File: config.mk
export PLATFORM = sky130hd
export DESIGN_NAME = sqrt_operand_queue_flat
export DESIGN_NICKNAME = d
export VERILOG_FILES = /design/src/rtl/sqrt_operand_queue_if.sv /design/src/rtl/sqrt_operand_queue.sv /design/src/flat_wrapper.sv
export SDC_FILE = /design/constraint.sdc
export NUM_CORES = 1
export LEC_CHECK = 0
export CORE_ASPECT_RATIO = 1.2
export CORE_MARGIN = 4
export CORE_UTILIZATION = 61
export CTS_BUF_LIST = sky130_fd_sc_hd__clkbuf_8
export CTS_CLUSTER_SIZE = 14
export DETAILED_ROUTE_END_ITERATION = 8
export MAX_ROUTING_LAYER = met4
export PLACE_DENSITY = 0.84
export SYNTH_ARGS = -nofsm -noshare
export SYNTH_HDL_FRONTEND = slang
export SYNTH_SLANG_ARGS = --single-unit
File: constraint.sdc
create_clock -name clk -period 4.5 [get_ports clk]
set_input_delay 0.45 -clock clk [delete_from_list [all_inputs] [get_ports clk]]
set_output_delay 0.45 -clock clk [all_outputs]
set_load 0.01 [all_outputs]
File: src/rtl/sqrt_operand_queue_if.sv
// ---------------------------------------------------------------------------
// sqrt_operand_queue_if
// Purpose : Bundles the operand push side and the sqrt-core issue side of the
//           square-root operand queue into one interface.
// Signals : start/in_mantisa/in_exp/in_flags/in_type/sign -> operand push
//           in_ready                                       <- queue not full
//           ready                                          -> sqrt core idle
//           start_sqrt/bypass_valid/out_*                  <- issued entry
// Modports: master = operand producer + sqrt core side, slave = the queue.
// ---------------------------------------------------------------------------
interface sqrt_operand_queue_if #(
    parameter int IN_M_SIZE  = 53,
    parameter int OUT_M_SIZE = 106,
    parameter int EXP_SIZE   = 11
);
    logic                  start;
    logic [IN_M_SIZE-1:0]  in_mantisa;
    logic [EXP_SIZE-1:0]   in_exp;
    logic [2:0]            in_flags;
    logic                  in_type;
    logic                  sign;
    logic                  in_ready;
    logic                  ready;
    logic                  start_sqrt;
    logic                  bypass_valid;
    logic [OUT_M_SIZE-1:0] out_mantisa;
    logic [EXP_SIZE-1:0]   out_exp;
    logic [2:0]            out_flags;
    logic                  out_type;
    logic                  out_sign;

    modport master (
        output start, in_mantisa, in_exp, in_flags, in_type, sign, ready,
        input  in_ready, start_sqrt, bypass_valid, out_mantisa, out_exp,
               out_flags, out_type, out_sign
    );

    modport slave (
        input  start, in_mantisa, in_exp, in_flags, in_type, sign, ready,
        output in_ready, start_sqrt, bypass_valid, out_mantisa, out_exp,
               out_flags, out_type, out_sign
    );
endinterface

File: src/rtl/sqrt_operand_queue.sv
// ---------------------------------------------------------------------------
// sqrt_operand_queue
// Purpose : Operand front end of the FPU square-root core. Each pushed operand
//           is aligned to an even exponent, widened to OUT_M_SIZE, classified
//           (normal vs. special/bypass) and stored in a DEPTH-entry FIFO. A
//           small FSM issues entries in order to the core under ready/start.
// Ports   : clk   - rising-edge clock
//           rst   - asynchronous active-low reset
//           bus   - sqrt_operand_queue_if.slave (push side + issue side)
//           ovf   - sticky "push while full" flag (only with SQRT_Q_OVF_EN)
// Config  : define SQRT_Q_OVF_EN to add the sticky ovf output.
// ---------------------------------------------------------------------------
module sqrt_operand_queue #(
    parameter int IN_M_SIZE  = 53,
    parameter int OUT_M_SIZE = 106,
    parameter int EXP_SIZE   = 11,
    parameter int DEPTH      = 4
) (
    input  logic                    clk,
    input  logic                    rst,
    sqrt_operand_queue_if.slave     bus
`ifdef SQRT_Q_OVF_EN
    ,
    output logic                    ovf
`endif
);
    localparam int PW  = $clog2(DEPTH);
    localparam int CW  = PW + 1;
    localparam int PAD = OUT_M_SIZE - IN_M_SIZE;
    localparam logic signed [EXP_SIZE+1:0] BIAS_S = (EXP_SIZE+2)'((2 ** (EXP_SIZE - 1)) - 1);

    typedef struct packed {
        logic [OUT_M_SIZE-1:0] mant;
        logic [EXP_SIZE-1:0]   exp;
        logic [2:0]            flags;
        logic                  typ;
        logic                  sgn;
        logic                  byp;
    } entry_t;

    typedef enum logic [1:0] {S_IDLE, S_ISSUE, S_HOLD, S_WAIT} state_t;

    // ---------------- operand preparation ----------------
    logic signed [EXP_SIZE+1:0] w_e;
    logic signed [EXP_SIZE+1:0] w_eh;
    logic [EXP_SIZE-1:0]        w_oexp;
    logic [OUT_M_SIZE-1:0]      w_mant_w;
    logic [OUT_M_SIZE-1:0]      w_mant;
    entry_t                     w_entry;

    // Unbiased exponent, then arithmetic halving (floor) and re-bias.
    assign w_e    = $signed({2'b00, bus.in_exp}) - BIAS_S;
    assign w_eh   = w_e >>> 1;
    assign w_oexp = EXP_SIZE'(w_eh + BIAS_S);

    // Odd biased exponent means even unbiased exponent: the radicand gets an
    // extra leading zero so it sits in [1,2); otherwise it stays in [1,4).
    assign w_mant_w = {bus.in_mantisa, {PAD{1'b0}}};
    assign w_mant   = bus.in_exp[0] ? (w_mant_w >> 1) : w_mant_w;

    always_comb begin
        w_entry       = '0;
        w_entry.mant  = w_mant;
        w_entry.exp   = w_oexp;
        w_entry.typ   = bus.in_type;
        w_entry.sgn   = bus.sign;
        w_entry.byp   = 1'b1;
        if (bus.in_flags[0]) begin
            w_entry.flags = 3'b001;                       // nan
        end else if (bus.sign && (bus.in_flags[2] || bus.in_flags[1])) begin
            w_entry.flags = 3'b001;                       // sqrt of negative
            w_entry.sgn   = 1'b0;
        end else if (bus.in_flags[1]) begin
            w_entry.flags = 3'b010;                       // +inf
        end else if (!bus.in_flags[2]) begin
            w_entry.flags = 3'b000;                       // signed zero kept
        end else begin
            w_entry.flags = 3'b100;
            w_entry.byp   = 1'b0;
        end
    end

    // ---------------- FIFO ----------------
    entry_t        r_mem [DEPTH];
    logic [PW-1:0] r_wptr;
    logic [PW-1:0] r_rptr;
    logic [CW-1:0] r_count;
    logic [CW-1:0] w_count_nxt;
    logic          r_in_ready;
    logic          w_push;
    logic          w_pop;
    state_t        r_state;

    assign w_push      = bus.start && r_in_ready;
    assign w_pop       = (r_state == S_IDLE) && (r_count != '0) && bus.ready;
    assign w_count_nxt = r_count + CW'(w_push) - CW'(w_pop);

    always_ff @(posedge clk) begin
        if (w_push) r_mem[r_wptr] <= w_entry;
    end

    // Pointers wrap naturally because DEPTH is a power of two.
    always_ff @(posedge clk or negedge rst) begin
        if (!rst) begin
            r_wptr     <= '0;
            r_rptr     <= '0;
            r_count    <= '0;
            r_in_ready <= 1'b1;
        end else begin
            if (w_push) r_wptr <= r_wptr + 1'b1;
            if (w_pop)  r_rptr <= r_rptr + 1'b1;
            r_count    <= w_count_nxt;
            r_in_ready <= (w_count_nxt != CW'(DEPTH));
        end
    end

    // ---------------- issue FSM ----------------
    logic                  r_start_sqrt;
    logic                  r_bypass_valid;
    logic [OUT_M_SIZE-1:0] r_out_mantisa;
    logic [EXP_SIZE-1:0]   r_out_exp;
    logic [2:0]            r_out_flags;
    logic                  r_out_type;
    logic                  r_out_sign;

    always_ff @(posedge clk or negedge rst) begin
        if (!rst) begin
            r_state        <= S_IDLE;
            r_start_sqrt   <= 1'b0;
            r_bypass_valid <= 1'b0;
            r_out_mantisa  <= '0;
            r_out_exp      <= '0;
            r_out_flags    <= '0;
            r_out_type     <= 1'b0;
            r_out_sign     <= 1'b0;
        end else begin
            r_start_sqrt   <= 1'b0;
            r_bypass_valid <= 1'b0;
            case (r_state)
                S_IDLE: begin
                    if (w_pop) begin
                        r_out_mantisa  <= r_mem[r_rptr].mant;
                        r_out_exp      <= r_mem[r_rptr].exp;
                        r_out_flags    <= r_mem[r_rptr].flags;
                        r_out_type     <= r_mem[r_rptr].typ;
                        r_out_sign     <= r_mem[r_rptr].sgn;
                        r_start_sqrt   <= !r_mem[r_rptr].byp;
                        r_bypass_valid <= r_mem[r_rptr].byp;
                        r_state        <= S_ISSUE;
                    end
                end
                // The pulse registered at pop tells which path this entry takes.
                S_ISSUE: r_state <= r_bypass_valid ? S_IDLE : S_HOLD;
                // Core drops ready one cycle after start; do not look at it here.
                S_HOLD:  r_state <= S_WAIT;
                S_WAIT:  if (bus.ready) r_state <= S_IDLE;
                default: r_state <= S_IDLE;
            endcase
        end
    end

    assign bus.in_ready     = r_in_ready;
    assign bus.start_sqrt   = r_start_sqrt;
    assign bus.bypass_valid = r_bypass_valid;
    assign bus.out_mantisa  = r_out_mantisa;
    assign bus.out_exp      = r_out_exp;
    assign bus.out_flags    = r_out_flags;
    assign bus.out_type     = r_out_type;
    assign bus.out_sign     = r_out_sign;

`ifdef SQRT_Q_OVF_EN
    logic r_ovf;
    always_ff @(posedge clk or negedge rst) begin
        if (!rst)                          r_ovf <= 1'b0;
        else if (bus.start && !r_in_ready) r_ovf <= 1'b1;
    end
    assign ovf = r_ovf;
`endif

endmodule

File: src/flat_wrapper.sv
// flat-port wrapper written by rule: the top's interface ports become plain ports
module sqrt_operand_queue_flat 
#(
    parameter int IN_M_SIZE  = 53,
    parameter int OUT_M_SIZE = 106,
    parameter int EXP_SIZE   = 11,
    parameter int DEPTH      = 4
)
  (clk, rst, bus_start, bus_in_mantisa, bus_in_exp, bus_in_flags, bus_in_type, bus_sign, bus_ready, bus_in_ready, bus_start_sqrt, bus_bypass_valid, bus_out_mantisa, bus_out_exp, bus_out_flags, bus_out_type, bus_out_sign);
  sqrt_operand_queue_if #(.IN_M_SIZE(IN_M_SIZE), .OUT_M_SIZE(OUT_M_SIZE), .EXP_SIZE(EXP_SIZE)) bus_i ();
  input  logic clk;
  input  logic rst;
  input wire logic [$bits(bus_i.start)-1:0] bus_start;
  input wire logic [$bits(bus_i.in_mantisa)-1:0] bus_in_mantisa;
  input wire logic [$bits(bus_i.in_exp)-1:0] bus_in_exp;
  input wire logic [$bits(bus_i.in_flags)-1:0] bus_in_flags;
  input wire logic [$bits(bus_i.in_type)-1:0] bus_in_type;
  input wire logic [$bits(bus_i.sign)-1:0] bus_sign;
  input wire logic [$bits(bus_i.ready)-1:0] bus_ready;
  output wire logic [$bits(bus_i.in_ready)-1:0] bus_in_ready;
  output wire logic [$bits(bus_i.start_sqrt)-1:0] bus_start_sqrt;
  output wire logic [$bits(bus_i.bypass_valid)-1:0] bus_bypass_valid;
  output wire logic [$bits(bus_i.out_mantisa)-1:0] bus_out_mantisa;
  output wire logic [$bits(bus_i.out_exp)-1:0] bus_out_exp;
  output wire logic [$bits(bus_i.out_flags)-1:0] bus_out_flags;
  output wire logic [$bits(bus_i.out_type)-1:0] bus_out_type;
  output wire logic [$bits(bus_i.out_sign)-1:0] bus_out_sign;
  assign bus_i.start = bus_start;
  assign bus_i.in_mantisa = bus_in_mantisa;
  assign bus_i.in_exp = bus_in_exp;
  assign bus_i.in_flags = bus_in_flags;
  assign bus_i.in_type = bus_in_type;
  assign bus_i.sign = bus_sign;
  assign bus_i.ready = bus_ready;
  assign bus_in_ready = bus_i.in_ready;
  assign bus_start_sqrt = bus_i.start_sqrt;
  assign bus_bypass_valid = bus_i.bypass_valid;
  assign bus_out_mantisa = bus_i.out_mantisa;
  assign bus_out_exp = bus_i.out_exp;
  assign bus_out_flags = bus_i.out_flags;
  assign bus_out_type = bus_i.out_type;
  assign bus_out_sign = bus_i.out_sign;
  sqrt_operand_queue #(.IN_M_SIZE(IN_M_SIZE), .OUT_M_SIZE(OUT_M_SIZE), .EXP_SIZE(EXP_SIZE), .DEPTH(DEPTH)) u_core (.clk(clk), .rst(rst), .bus(bus_i));
endmodule
==> run summary <==
Status - complete, no violations
DP Area - 16580 um2
Starting Density - 0.6221
Fin crit period - 2.470 ns
Critical-path top delay cell - buf_2
CP required - 4.86 ns
CP peak stage delay - 0.59 ns
Synthesis Warnings - 0
Max FO, Critical Path - 34
Area leader, netlist - edfxtp_1
# IOs - 198
Synth Area in Compound Gates - 0.008364
CP bufs+invs - 1
Internal power - 7.697 mW
Die extent in x - 151.0 um
Area growth syn-to-layout - 17.87%
Top FF cell, synth - edfxtp_1
Simple-gate share of the synthesized area - 0.02166
Library cells used by synthesis - 44
Crit-path most repeated cell - nand3_1
Synthesized instance count - 767
GRT Util Overall - 0.2043
Mean post-synth cell area - 19.50 um2
Largest family of logic cells by synthesized area - multiplexers
Max_slew headroom - 0.2832
Post-CTS Setup Bufs - 0
Reg power frac - 0.485
Setup violations, final - 0
Finished Cell Area - 17630 um2
Clock tree buffer depth - 3
DRC Markers - 0
Clock share of power - 0.234
Post-Syn Area - 14960 um2
Row count - 62
Clock Skew - 0.03124 ns
Net Sw Power - 2.971 mW
Sequential element share of the synthesized area - 0.7073
Vias in the first global route - 7725
Yosys reg bits - 366
Clk sinks - 366
Max rail drop VDD - 0.0003475 V
Combinational share of power - 0.281
WS Path Type - input pin to flop
Post-synthesis mux area share - 0.2002
Vias - 7305
Synth async-reset ratio - 0.2240
Crit. End Element - flop
Insertion delay to the later sink of the worst-skew pair - 0.57 ns
Total of max-cap violations - 0
Initial antenna violation count - 1
Routed WL per cell - 20.20 um
Hold Slack - 0.3860 ns
Final cycle utilization of the critical path - 0.5490
Hold WC Path Type - input pin to asynchronous set/reset pin
Net Sw Frac - 0.2785
Leakage power - 6.230 nW
Largest net degree at the start of global routing - 76
Total grt overflow - 0
Die area - 27100 um2
Main area contributors after synthesis - edfxtp_1, dfrtp_1, mux4_2
RSZ-0062 raised after global routing - false
CTS tree - built
Die Height - 179.5 um
Crit path max-delay family - simple AND/OR/NAND/NOR gates
Critical path launch point type - input pin
Port Buffers - 145
Total negative slack - 0 ns
Pwr dens - 605.0 nW/um2
Root Buffer Master - clkbuf_8
Synth Area in Adders - 0.008029
Hold Fails Final Rpt - 0
Share of layout cells above drive strength 1 - 0.3037
Detail Placement HPWL - 16390 um
Starting DRT DRC Count - 441
Final net count - 1028
H-tree depth - 2
Cells along the critical path - buf_2 -> ha_1 -> nand3_1 -> nor2_1 -> nand3_1 -> o22ai_1 -> nand3_1 -> xnor2_1
Worst-margin pin slew - 1.075 ns
Vias per cell - 5.564
First-pass GRT wire length - 41750 um
Gpl congestion - 0.8588
Most frequent cells in the layout - edfxtp_1, clkdlybuf4s50_1, mux2_2
Post-synth top area share - 0.5701
Clk slew on worst S/H paths - 0.07 ns
Num CTS Buffers - 53
FILL cells - 1439
Final ANT Viol Nets - 0
CP arrival - 2.83 ns
Post-synth EDFFs - 284
Final Max Tran Viols - 0
Max Clk Rate - 0.4048 GHz
Core area - 24050 um2
First drt pass iteration count - 5
Post-Synth XOR/XNOR Area - 0.01347
Routed wire length - 26520 um
Commonest non-fill, non-tap cell in the layout - edfxtp_1
-- state kept, by name, summed over array words and instances, names as in the netlist, named ones only --
register                 count
u_core.r_mem               284
u_core.bus.out_mantisa      54
u_core.bus.out_exp          11
u_core.bus.out_flags         3
u_core.r_count               3
u_core.r_rptr                2
u_core.r_wptr                2
u_core.bus.bypass_valid      1
u_core.bus.in_ready          1
u_core.bus.out_sign          1
u_core.bus.out_type          1
u_core.bus.start_sqrt        1
u_core.r_state               1
-- final timing paths --
| kind | from | to | slack [ns] | cells after the start |
|---|---|---|---|---|
| hold / removal | rst | u_core.bus.out_mantisa[57]$_DFFE_PN0P_ | 0.39 | 2 |
| hold reg to reg | u_core.bus.out_mantisa[88]$_DFFE_PN0P_ | u_core.bus.out_mantisa[88]$_DFFE_PN0P_ | 0.50 | 1 |
| setup reg to reg | u_core.r_rptr[0]$_DFFE_PN0N_ | u_core.bus.out_mantisa[90]$_DFFE_PN0P_ | 2.14 | 3 |
| setup / recovery | bus_in_exp[0] | u_core.r_mem[3][15]$_DFFE_PP_ | 2.03 | 8 |
| max in group asynchronous | rst | u_core.r_rptr[0]$_DFFE_PN0N_ | 3.21 | 3 |
| min in group clk | u_core.bus.out_mantisa[88]$_DFFE_PN0P_ | u_core.bus.out_mantisa[88]$_DFFE_PN0P_ | 0.50 | 1 |
-- cell families (layout without fill, tap and decap cells) --
group	Yosys count	in the layout
compound gates	15	15
mux	195	195
flops	366	366
fa+ha+maj	9	9
xor+xnor	23	23
buf+inv	100	273
simple gates	58	58
other cells	1	54
-- Yosys cell counts (2+ instances only) --
master and number:
edfxtp_1 284, mux2_2 123, dfrtp_1 81, mux4_2 71, buf_4 52, xnor2_1 21, buf_2 19, clkbuf_1 14
inv_1 12, nand2_1 11, ha_1 8, nand3_1 8, nor2_1 8, and3_1 4, nand2b_1 4, nor3_1 4
o21ai_0 4, and2_1 3, nand4_1 3, o32a_1 3, or3_1 3, and3_4 2, buf_6 2, nor2b_1 2
xor2_1 2
-- worst reg2reg max path, stage by stage (launching register included) --
cell and delay, ns:
dfrtp_4 1.01, buf_4 0.40, mux4_2 0.56, mux2_2 0.28
-- layer usage --
layer / global-route usage / vias up / share of wire
met5: - / - / 0
met4: 0.05914 / 0 / 0.019
met3: 0.03577 / 45 / 0.055
met2: 0.3516 / 229 / 0.54
met1: 0.2491 / 3772 / 0.39
li1: - / 3259 / -
-- power by group through the flow --
stage / Clock [mW] / Sequential (mW) / Combinational [mW]
2_1_floorplan: 0 / 5.07 / 1.92
3_3_place_gp: 0 / 5.22 / 2.98
3_5_place_dp: 0 / 5.27 / 3.05
4_1_cts: 2.56 / 5.20 / 3.07
5_1_grt: 2.72 / 5.29 / 3.22
6_report: 2.49 / 5.17 / 3.00
-- per-stage QoR --
stage / total power [mW] / utilization / std cells / setup WS, ns
2_1_floorplan: 6.993 / - / 818 / 1.739
3_3_place_gp: 8.201 / 0.6894 / 1210 / 1.524
3_5_place_dp: 8.313 / 0.6894 / 1210 / 1.451
4_1_cts: 10.83 / 0.7330 / 1311 / 2.024
5_1_grt: 11.22 / 0.7331 / 1312 / 1.809
6_report: 10.67 / 0.7332 / 1313 / 2.030
-- layout make-up --
| cell class | instances | area [um2] | share of cell area |
|---|---|---|---|
| Sequential cell | 366 | 10590 | 0.6005 |
| Multi-Input combinational cell | 352 | 3989 | 0.2262 |
| Timing Repair Buffer | 161 | 1567 | 0.08884 |
| Clock buffer | 62 | 853.3 | 0.04839 |
| Tap cell | 320 | 400.4 | 0.02271 |
| Clock inverter | 38 | 185.2 | 0.01050 |
| Inverter | 12 | 45.04 | 0.002554 |
| Antenna cell | 2 | 5.005 | 0.0002838 |
-- what timing repair did --
action / 4_1_cts / 5_1_grt
hold buffers: 1 / 0
resized for setup: 0 / 0
hold endpoints to repair: 31 / 0
Power figures use the tool's default switching activity.
